## src/rtl/cdc_pkg.sv

```systemverilog
// Shared definitions for the CDC handshake controllers.
package cdc_pkg;

   // Shortest chain that still acts as a metastability synchroniser.
   localparam int unsigned SYNC_STAGES_MIN = 2;

   // Source-side 4-phase handshake states.
   typedef enum logic [1:0] {
      ST_IDLE   = 2'd0,
      ST_REQ_HI = 2'd1,
      ST_REQ_LO = 2'd2,
      ST_ERR    = 2'd3
   } hs_state_e;

endpackage : cdc_pkg

```

## src/rtl/m_ff_sync.sv

```systemverilog
// Single-bit flop-chain synchroniser, clears to 0 on reset.
module m_ff_sync
   import cdc_pkg::*;
#(
   parameter int unsigned NUM_FF = 2
) (
   input  logic clk,
   input  logic rst_n,
   input  logic d,
   output logic q
);

   // Chains shorter than the minimum give no metastability settling time; floor the length.
   localparam int unsigned STAGES = (NUM_FF < SYNC_STAGES_MIN) ? SYNC_STAGES_MIN : NUM_FF;

   logic [STAGES-1:0] sync_q;
   logic [STAGES-1:0] sync_d;

   // Shift the asynchronous input one stage per clock.
   always_comb begin
      sync_d = {sync_q[STAGES-2:0], d};
   end

   // Chain registers with synchronous active-low clear.
   always_ff @(posedge clk) begin
      if (!rst_n) begin
         sync_q <= '0;
      end else begin
         sync_q <= sync_d;
      end
   end

   assign q = sync_q[STAGES-1];

endmodule : m_ff_sync

```

## src/rtl/cdc_hs_tx_ctrl.sv

```systemverilog
// Source-side 4-phase req/ack CDC controller with ack synchroniser and phase watchdog.
module cdc_hs_tx_ctrl
   import cdc_pkg::*;
#(
   parameter int unsigned DATA_W      = 32,
   parameter int unsigned SYNC_STAGES = 2,
   parameter int unsigned TIMEOUT_W   = 16
) (
   input  logic              clk,
   input  logic              rst,
   input  logic              i_valid,
   output logic              o_ready,
   input  logic [DATA_W-1:0] i_data,
   output logic              o_req,
   output logic [DATA_W-1:0] o_data,
   input  logic              i_ack,
   output logic              o_done,
   output logic              o_err,
   input  logic              i_clr_err
);

   hs_state_e             state_q, state_d;
   logic                  req_q, req_d;
   logic [DATA_W-1:0]     data_q, data_d;
   logic                  done_q, done_d;
   logic                  err_q, err_d;
   logic                  drain_q, drain_d;
   logic [TIMEOUT_W-1:0]  wd_q, wd_d;
   logic                  ack_s;
   logic                  wd_hit;

   // Bring the destination ack into this clock domain.
   m_ff_sync #(
      .NUM_FF (SYNC_STAGES)
   ) u_ack_sync (
      .clk   (clk),
      .rst_n (~rst),
      .d     (i_ack),
      .q     (ack_s)
   );

   // A new word may only start once the previous ack has fully returned low.
   assign o_ready = (state_q == ST_IDLE) && !ack_s;
   assign wd_hit  = &wd_q;

   // Handshake sequencing, watchdog and output register next-state.
   always_comb begin
      state_d = state_q;
      req_d   = req_q;
      data_d  = data_q;
      done_d  = 1'b0;
      err_d   = err_q;
      drain_d = drain_q;
      wd_d    = wd_q;

      case (state_q)
         ST_IDLE: begin
            if (i_valid && o_ready) begin
               data_d  = i_data;
               req_d   = 1'b1;
               state_d = ST_REQ_HI;
            end
         end
         ST_REQ_HI: begin
            // Ack is checked first so a same-edge timeout never wins.
            if (ack_s) begin
               req_d   = 1'b0;
               state_d = ST_REQ_LO;
            end else if (wd_hit) begin
               req_d   = 1'b0;
               err_d   = 1'b1;
               state_d = ST_ERR;
            end
         end
         ST_REQ_LO: begin
            if (!ack_s) begin
               // A drain after error recovery is not a completed transfer.
               done_d  = !drain_q;
               drain_d = 1'b0;
               state_d = ST_IDLE;
            end else if (wd_hit) begin
               err_d   = 1'b1;
               drain_d = 1'b0;
               state_d = ST_ERR;
            end
         end
         ST_ERR: begin
            req_d = 1'b0;
            err_d = 1'b1;
            if (i_clr_err) begin
               err_d   = 1'b0;
               drain_d = 1'b1;
               state_d = ST_REQ_LO;
            end
         end
         default: begin
            req_d   = 1'b0;
            state_d = ST_IDLE;
         end
      endcase

      // Watchdog restarts each phase and saturates at all-ones.
      if (state_d != state_q) begin
         wd_d = '0;
      end else if (((state_q == ST_REQ_HI) || (state_q == ST_REQ_LO)) && !wd_hit) begin
         wd_d = wd_q + TIMEOUT_W'(1);
      end
   end

   // State and output registers with synchronous reset.
   always_ff @(posedge clk) begin
      if (rst) begin
         state_q <= ST_IDLE;
         req_q   <= 1'b0;
         data_q  <= '0;
         done_q  <= 1'b0;
         err_q   <= 1'b0;
         drain_q <= 1'b0;
         wd_q    <= '0;
      end else begin
         state_q <= state_d;
         req_q   <= req_d;
         data_q  <= data_d;
         done_q  <= done_d;
         err_q   <= err_d;
         drain_q <= drain_d;
         wd_q    <= wd_d;
      end
   end

   assign o_req  = req_q;
   assign o_data = data_q;
   assign o_done = done_q;
   assign o_err  = err_q;

endmodule : cdc_hs_tx_ctrl

```

## config.mk

```make
export PLATFORM = sky130hd
export DESIGN_NAME = cdc_hs_tx_ctrl
export DESIGN_NICKNAME = d
export VERILOG_FILES = /design/src/rtl/cdc_pkg.sv /design/src/rtl/m_ff_sync.sv /design/src/rtl/cdc_hs_tx_ctrl.sv
export SDC_FILE = /design/constraint.sdc
export NUM_CORES = 1
export LEC_CHECK = 0
export CAP_MARGIN = 20
export CORE_MARGIN = 2
export CORE_UTILIZATION = 40
export CTS_BUF_LIST = sky130_fd_sc_hd__clkbuf_8
export DETAILED_ROUTE_END_ITERATION = 10
export PLACE_DENSITY = 0.8
export SYNTH_ARGS = -nofsm -noshare
export SYNTH_HDL_FRONTEND = slang
export SYNTH_SLANG_ARGS = --single-unit
```

## constraint.sdc

```tcl
create_clock -name clk -period 5.4 [get_ports clk]
set_input_delay 1.62 -clock clk [delete_from_list [all_inputs] [get_ports clk]]
set_output_delay 1.62 -clock clk [all_outputs]
set_load 0.005 [all_outputs]
```

==> flow_summary.yaml <==
routing:
  route.detailed.drc: 0
  ant_nets: 0
  wl_met1_um: 2480
  wire_per_inst_um: 13.4
  top_layer: "met4"
  postRouteWirelength_um: 5810
  vias_per_cell: 5.21
  wl_met3_um: 318
  wl_met2_um: 2880
  vias: 2268
  dr.pass1.iters: 4
  first_iter_violations: 72
clocking:
  tritoncts: "done"
  clockRootBuffer: "clkbuf_8"
  ctsHoldBuffers: 0
  postCtsSetupRepairBufs: 0
  htreeDepth: 2
  post_cts_resized: 0
  clkLatencyLatePin_ps: 310
  clkTransAtPathRegs_ps: 100
  cts.sinks: 56
  cts_buffer_depth: 2
  cts_inserted_buffers: 5
logic_synthesis:
  synth_nets: 335
  yosysSeqAreaShare: 0.462
  netlist_area_um2: 2420
  synth_top_cell_by_area: "dfxtp_1"
  syn_area_per_cell_um2: 8.30
  ys_ff_latch: 56
  synth_top_family_by_area: "simple AND/OR/NAND/NOR gates"
  yosysUniqueCellTypes: 44
  synth-async-reset-ratio: 0
  synthMuxAreaShare: 0.00826
  synth.area.top_cells: "dfxtp_1 46%, nand2_1 11%, a21oi_1 8.5%"
  yosys.area_share.simple: 0.264
  synth_fa_ha_area_frac: 0.0310
  yosys_warnings: 0
  synth-xor-area-share: 0.0289
  synth_compound_area_frac: 0.172
  syn_inst: 292
  synth_edf_count: 0
  synth_ff_type: "dfxtp_1"
  synth_top_area_share: 0.462
run_status:
  status: "finished, final reports clean"
worst_setup_path:
  critPathMaxStageDelay_ps: 560
  setup.worst_path.class: "reg2out"
  reg2reg_slack_ps: 3230
  rr_worst_depth: 7
  critical_path_depth: 4
  slowest_stage: "clkdlybuf4s50_1"
  cp.arrival_ps: 1850
  r2r-start: "state_q[1]$_SDFF_PP0_"
  crit_fanout: 7
  crit_chain: "inv_1 > ha_1 > nor2b_1 > clkdlybuf4s50_1"
  critPathBufInv: 2
  cp-startpoint: "state_q[0]$_SDFF_PP0_"
  startpoint_type: "flop"
  endpoint_kind: "primary output"
  cp_top_family: "buffers and inverters"
  cp.required_ps: 3780
  reg2reg_to: "wd_q[5]$_SDFFE_PP0P_"
floorplanning:
  die_w_um: 81.9
  core_um2: 5890
  ios: 73
  start_util: 0.412
  fp.dieArea_um2: 6700
  die_h_um: 81.9
  rows: 28
timing:
  max-slew-margin-rel: 0.547
  period_needed_ps: 3470
  period_share: 0.643
  finalSetupViolCount: 0
  tightestPinTransition_ps: 677
  grt_setup_unrepaired: "false"
  skew_ps: 4.97
  max_freq_mhz: 288
  slew_violations: 0
  fin_tns_setup_ps: 0
  hold_viol: 0
  finalHoldWorstSlack_ps: 442
  layout_setup_ws_ps: 1930
global_route:
  grt_max_degree: 42
  grt_usage: 0.171
  grt_pass1_wl_um: 9050
  grt_pass1_vias: 2045
  grt_overflow: 0
  antenna_found_initial: 0
pwr:
  p_switching_mw: 0.432
  p_int_mw: 0.786
  swShare: 0.355
  leakagePower_nw: 1.18
  combPwrFrac: 0.384
  clockPowerShare: 0.197
  seqPwrFrac: 0.419
  ir_worst_vdd_mv: 0.154
  p_per_area_nw_per_um2: 369
  p_total_mw: 1.22
placed_design:
  port_buffers: 72
  hpwl_um: 4080
  dpl_worst_slack_ps: 1930
  place.gp.congestion: 0.800
  dp.cells: 426
layout:
  finalNonFillerCells: 435
  fin_nets: 402
  antenna_cells: 0
  layout_commonest_cell: "nand2_1"
  layout_common_cells: "74 x nand2_1, 72 x clkdlybuf4s50_1, 56 x dfxtp_1, 41 x a21oi_1, 15 x nor2_1"
  syn_to_final_growth_pct: 36.2
  drive_gt1_frac: 0.0583
min_path:
  holdCritPathClass: "reg2reg"
  min_from: "u_ack_sync.sync_q[0]$_SDFF_PP0_"
  holdPathEnd: "u_ack_sync.sync_q[1]$_SDFF_PP0_"
  whs_path_depth: 1
flow_run:
  maxCapViolCount: 0
==> cell type report <==
type | instances | area (um^2)
fillers | 527 | 2580
multi-input cells | 216 | 1220
flip-flops and latches | 56 | 1120
repair buffers | 75 | 751
well taps | 75 | 93.8
clock buffers | 5 | 68.8
clock inverters | 3 | 27.5
inverters | 5 | 18.8
==> metrics by stage <==
stage / cell area (um^2) / utilization
global placement: 3190 / 0.542
CTS: 3290 / 0.559
global route: 3300 / 0.561
finish: 3300 / 0.561
detailed placement: 3190 / 0.542
floorplan: 2420 / -
==> power groups by stage <==
stage | Combinational [mW] | Sequential [mW] | Clock (mW)
global placement | 0.442 | 0.517 | 0
detailed placement | 0.454 | 0.520 | 0
global route | 0.518 | 0.518 | 0.262
floorplan | 0.264 | 0.519 | 0
finish | 0.467 | 0.511 | 0.240
CTS | 0.458 | 0.511 | 0.249
==> Yosys cell counts, types with 2 or more instances <==
master and number:
xnor2_1 4, o21ai_0 6, nor2_2 2, nand2_1 74, nand4_1 3, nor2_1 15
a21oi_1 41, clkbuf_1 11, nor3_1 3, inv_1 5, dfxtp_1 56, a31oi_1 7
nand3_1 10, or3_1 3, buf_2 2, o21a_1 3, a211oi_1 7, ha_1 6
mux2i_1 2, nor2b_1 4, and3_1 2, xor2_1 4
==> logic make-up (layout without fill, tap and decap cells) <==
group                      count (synthesis)  after routing
adders and majority gates                  6              6
buffers and inverters                     20             88
muxes                                      2              2
AOI/OAI and AO/OA                         71             71
and+or+nand+nor                          129            129
DFF                                       56             56
xor gates and xnor gates                   8              8
==> how the worst max path moves through the flow <==
| stage | end | slack (ps) |
|---|---|---|
| 6_report | o_ready | 1930 |
| 3_3_place_gp | o_data[21]$_SDFFE_PP0P_ | 1950 |
| 3_5_place_dp | o_data[17]$_SDFFE_PP0P_ | 1930 |
| 5_1_grt | o_ready | 1850 |
| 2_1_floorplan | wd_q[5]$_SDFFE_PP0P_ | 2730 |
| 4_1_cts | o_ready | 1940 |
==> sequential cells by signal, indices dropped and copies added, names as in the netlist <==
| name | count |
|---|---|
| o_data | 32 |
| wd_q | 16 |
| state_q | 2 |
| u_ack_sync.sync_q | 2 |
| drain_q | 1 |
| o_done | 1 |
| o_err | 1 |
| o_req | 1 |
==> routing by layer <==
metal | track usage | vias to the layer above
li1 | - | 1139
met1 | 0.212 | 1057
met2 | 0.287 | 60
met3 | 0.0352 | 12
met4 | 0.0750 | 0
met5 | 0 | -
No activity file was read; power rests on OpenSTA's default activity.
